**config.mk**
```make
export PLATFORM = sky130hd
export DESIGN_NAME = fifo_ptr_flag_ctrl
export DESIGN_NICKNAME = d
export VERILOG_FILES = /design/src/rtl/fifo_ptr_flag_ctrl.sv
export SDC_FILE = /design/constraint.sdc
export NUM_CORES = 1
export LEC_CHECK = 0
export CORE_MARGIN = 4
export CORE_UTILIZATION = 45
export DETAILED_ROUTE_END_ITERATION = 10
export PLACE_DENSITY_LB_ADDON = 0.25
export SLEW_MARGIN = 20
export SYNTH_ARGS = -nofsm -noshare
export SYNTH_HDL_FRONTEND = slang
export SYNTH_SLANG_ARGS = --single-unit
```
**constraint.sdc**
```tcl
create_clock -name clk -period 2.4 [get_ports clk]
set_input_delay 0.48 -clock clk [delete_from_list [all_inputs] [get_ports clk]]
set_output_delay 0.48 -clock clk [all_outputs]
set_load 0.02 [all_outputs]
```
**src/rtl/fifo_ptr_flag_ctrl.sv**
```systemverilog
// rtl/fifo_ptr_flag_ctrl.sv - single-clock FIFO pointer, occupancy and registered flag controller
module fifo_ptr_flag_ctrl #(
    parameter int A_LENGTH = 3,
    parameter int AF_LEVEL = 6,
    parameter int AE_LEVEL = 2
) (
    input  logic                clk,
    input  logic                reset_n,
    input  logic                wr_en,
    input  logic                rd_en,
    output logic                wr_accept,
    output logic                rd_accept,
    output logic [A_LENGTH-1:0] wr_ptr,
    output logic [A_LENGTH-1:0] rd_ptr,
    output logic [A_LENGTH:0]   count,
    output logic                full,
    output logic                empty,
    output logic                almost_full,
    output logic                almost_empty,
    output logic                overflow,
    output logic                underflow
);

    localparam int DEPTH = 2 ** A_LENGTH;
    localparam logic [A_LENGTH:0]   DEPTH_C = (A_LENGTH + 1)'(DEPTH);
    localparam logic [A_LENGTH:0]   AF_C    = (A_LENGTH + 1)'(AF_LEVEL);
    localparam logic [A_LENGTH:0]   AE_C    = (A_LENGTH + 1)'(AE_LEVEL);
    localparam logic [A_LENGTH:0]   CNT_ONE = (A_LENGTH + 1)'(1);
    localparam logic [A_LENGTH-1:0] PTR_ONE = A_LENGTH'(1);

    logic [A_LENGTH:0] count_nxt;

    // Accepts are gated by the registered flags, so they never depend on this cycle's update.
    assign wr_accept = wr_en & ~full;
    assign rd_accept = rd_en & ~empty;

    always_comb begin
        count_nxt = count;
        case ({wr_accept, rd_accept})
            2'b10:   count_nxt = count + CNT_ONE;
            2'b01:   count_nxt = count - CNT_ONE;
            default: count_nxt = count;
        endcase
    end

    always_ff @(posedge clk) begin
        if (!reset_n) begin
            wr_ptr       <= '0;
            rd_ptr       <= '0;
            count        <= '0;
            full         <= 1'b0;
            empty        <= 1'b1;
            almost_full  <= 1'b0;
            almost_empty <= 1'b1;
            overflow     <= 1'b0;
            underflow    <= 1'b0;
        end else begin
            if (wr_accept) wr_ptr <= wr_ptr + PTR_ONE;
            if (rd_accept) rd_ptr <= rd_ptr + PTR_ONE;
            count        <= count_nxt;
            // Flags follow next-count so they describe occupancy in the cycle after the access.
            full         <= (count_nxt == DEPTH_C);
            empty        <= (count_nxt == '0);
            almost_full  <= (count_nxt >= AF_C);
            almost_empty <= (count_nxt <= AE_C);
            overflow     <= wr_en & full;
            underflow    <= rd_en & empty;
        end
    end

endmodule

```
==> results.yml <==
outcome:
  outcome: "finished, final reports clean"
yosys:
  synth_top_cells_by_count: "16 x dfxtp_1, 8 x nor2_1, 5 x nand2_1, 5 x xor2_1, 4 x ha_1"
  synth_area_per_cell_um2: 10.4
  yosysTopAreaCell: "dfxtp_1"
  ys_async_sr_fraction_pct: 0
  yosys.cell_types.count: 34
  synth_edf_count: 0
  synthMostInstantiatedCell: "dfxtp_1"
  synthCells: 78
  ys_seq_area_share_pct: 39.5
  synth.cell_area_um2: 811
  yosys_warnings: 0
  ys_seq_elements: 16
  dominantRegCellSynth: "dfxtp_1"
  synth_area_leaders: "dfxtp_1 40%, ha_1 6.2%, xor2_1 5.4%"
  synth_nets: 86
  yosysTopAreaCellShare_pct: 39.5
critical_path:
  critPathLaunchType: "input port"
  slowest_stage: "clkdlybuf4s50_1"
  rr_startpoint: "full$_SDFF_PN0_"
  cpPeakStageDelay_ns: 0.49
  path_cells: "clkdlybuf4s50_1 -> nor2b_4 -> nand2_2 -> xnor2_1 -> ha_1 -> or3b_4 -> nor4b_2 -> nor3_1 -> nor3b_2"
  required_ns: 2.62
  worstSetupPathType: "input port to flop"
  arrival_ns: 2.50
  critical_path.startpoint: "rd_en"
  crit_fanout: 3
  end_kind: "flop"
sta:
  tns_ns: 0
  timing.hold.ws_ns: 0.500
  maxSlewViolCount: 0
  layout_setup_ws_ns: 0.125
  fmax_mhz: 439
  final-hold-violation-count: 0
  skew_ns: 0.00287
  period_share_pct: 94.8
  max-slew-margin-rel_pct: 79.5
  rsz0062_at_grt: "false"
  fin_crit_ns: 2.28
  setup_violations: 0
  worst_pin_slew_ns: 0.305
pwr:
  p_comb_share_pct: 43.6
  cell_internal_pwr_mw: 0.622
  switching_share_pct: 36.3
  peakVddDrop_v: 0.000474
  p_leak_nw: 0.476
  p_switching_mw: 0.355
  power.density_mw_per_mm2: 875
  p_seq_share_pct: 37.9
  power_mw: 0.977
  pwr-share-clk_pct: 18.5
clock_network:
  cts_resized: 0
  clock_path_buffers: 2
  cts_htree_levels: 1
  cts-hold-fix-buffers: 0
  clk_latency_ns: 0.29
  path_clk_slew_ns: 0.10
  cts_buffers: 3
  cts_root_buf: "clkbuf_4"
  postCtsSetupBuffers: 0
  cts_tree: "yes"
  cts_sinks: 16
global_routing:
  grt_pass1_vias: 647
  antenna_found_initial: 0
  grt.total_usage_pct: 14.4
  grt_pass1_wl_um: 2820
  grt_overflow: 0
  grt_max_degree: 10
placed_design:
  port_buffers: 21
  gp_congestion: 0.780
  placedInstanceArea_mm2: 0.00106
  pre_cts_ws_ns: -0.253
  post-dp-hpwl_um: 1190
layout:
  syn_to_final_growth_pct: 37.7
  nNetsFinal: 115
  drive_above_1_share_pct: 22.6
  final_area_mm2: 0.00112
  fill_cells: 143
  num_antenna_cells: 0
flow_run:
  drv_cap: 0
floorplan:
  pin_count: 22
  initial_core_util_pct: 47.5
  core_area_mm2: 0.00171
  dieWidth_um: 50.4
  dieHeight_um: 50.4
  num_rows: 15
  die_area_mm2: 0.00254
routing:
  route.detailed.drc: 0
  wire_per_inst_um: 12.1
  viasPerCell: 4.68
  first_pass_iters: 3
  first_iter_violations: 3
  drt.antenna.violating_nets: 0
  wirelength_um: 1580
  vias: 613
worst_hold_path:
  hold_path.class: "flop to flop"
  hold_start: "wr_ptr[1]$_SDFFE_PN0P_"
[routing by layer]
| metal | wire (um) | vias up | global-route usage (%) | part of all wire (%) |
|---|---|---|---|---|
| met5 | 0 | - | 0 | 0 |
| met4 | 36 | 0 | 6.73 | 2.3 |
| met1 | 775 | 273 | 18.0 | 49 |
| li1 | - | 320 | - | - |
| met3 | 41 | 5 | 2.67 | 2.6 |
| met2 | 728 | 15 | 23.9 | 46 |
[through the flow]
stage                     instances  util (%)
after floorplan                  78         -
after global routing            131      65.3
after global placement          127      62.3
final                           131      65.3
after detailed placement        127      62.3
after CTS                       131      64.4
[worst paths after layout]
path / end / slack [ns] / cells after the start
worst max-delay path: full$_SDFF_PN0_ / 0.12 / 9
worst min-delay path: wr_ptr[1]$_SDFFE_PN0P_ / 0.50 / 2
worst max register to register: full$_SDFF_PN0_ / 0.46 / 8
worst min register to register: wr_ptr[1]$_SDFFE_PN0P_ / 0.50 / 2
[cell families (layout without fill, tap and decap cells)]
kind of cell,count (synthesis),in the layout,synth area share (%)
simple gates,32,32,25.6
flops,16,16,39.5
buf+inv,5,33,5.09
fa+ha+maj,4,4,6.17
mux,2,2,4.01
compound gates,10,10,8.95
xor+xnor,9,9,10.6
[power by group through the flow]
stage,Sequential [mW],Clock (mW),Combinational (mW)
finish,0.370,0.181,0.426
CTS,0.367,0.184,0.422
detailed placement,0.373,0,0.420
global route,0.380,0.202,0.463
floorplan,0.419,0,0.230
global placement,0.373,0,0.411
[layout make-up]
class / count / area [um^2] / share of cell area, %
Multi-Input combinational cell: 57 / 460 / 41.3
Sequential cell: 16 / 320 / 28.7
Inverter: 2 / 7.51 / 0.673
Tap cell: 25 / 31.3 / 2.80
Timing Repair Buffer: 27 / 260 / 23.3
Clock buffer: 4 / 36.3 / 3.25
[critical path: cells and delay by family]
family / cells / cell delay (ns)
XOR/XNOR: 1 / 0.12
adder cells (fa/ha/maj): 1 / 0.31
buffers and inverters: 1 / 0.49
AND/OR/NAND/NOR: 6 / 1.10
[sequential cells by signal, summed over array words and instances, names as in the netlist]
name	cells
count	4
rd_ptr	3
wr_ptr	3
almost_empty	1
almost_full	1
empty	1
full	1
overflow	1
underflow	1
[cells in the final DEF (no fill, tap or decap), drive strengths merged, types with 3 or more instances in the layout]
cell type and count:
nand2 6, ha 4, buf 6, xnor2 3, dfxtp 16, a21oi 3
clkbuf 4, nor2 8, xor2 6, clkdlybuf4s50 19
No activity file was read; power rests on OpenSTA's default activity.
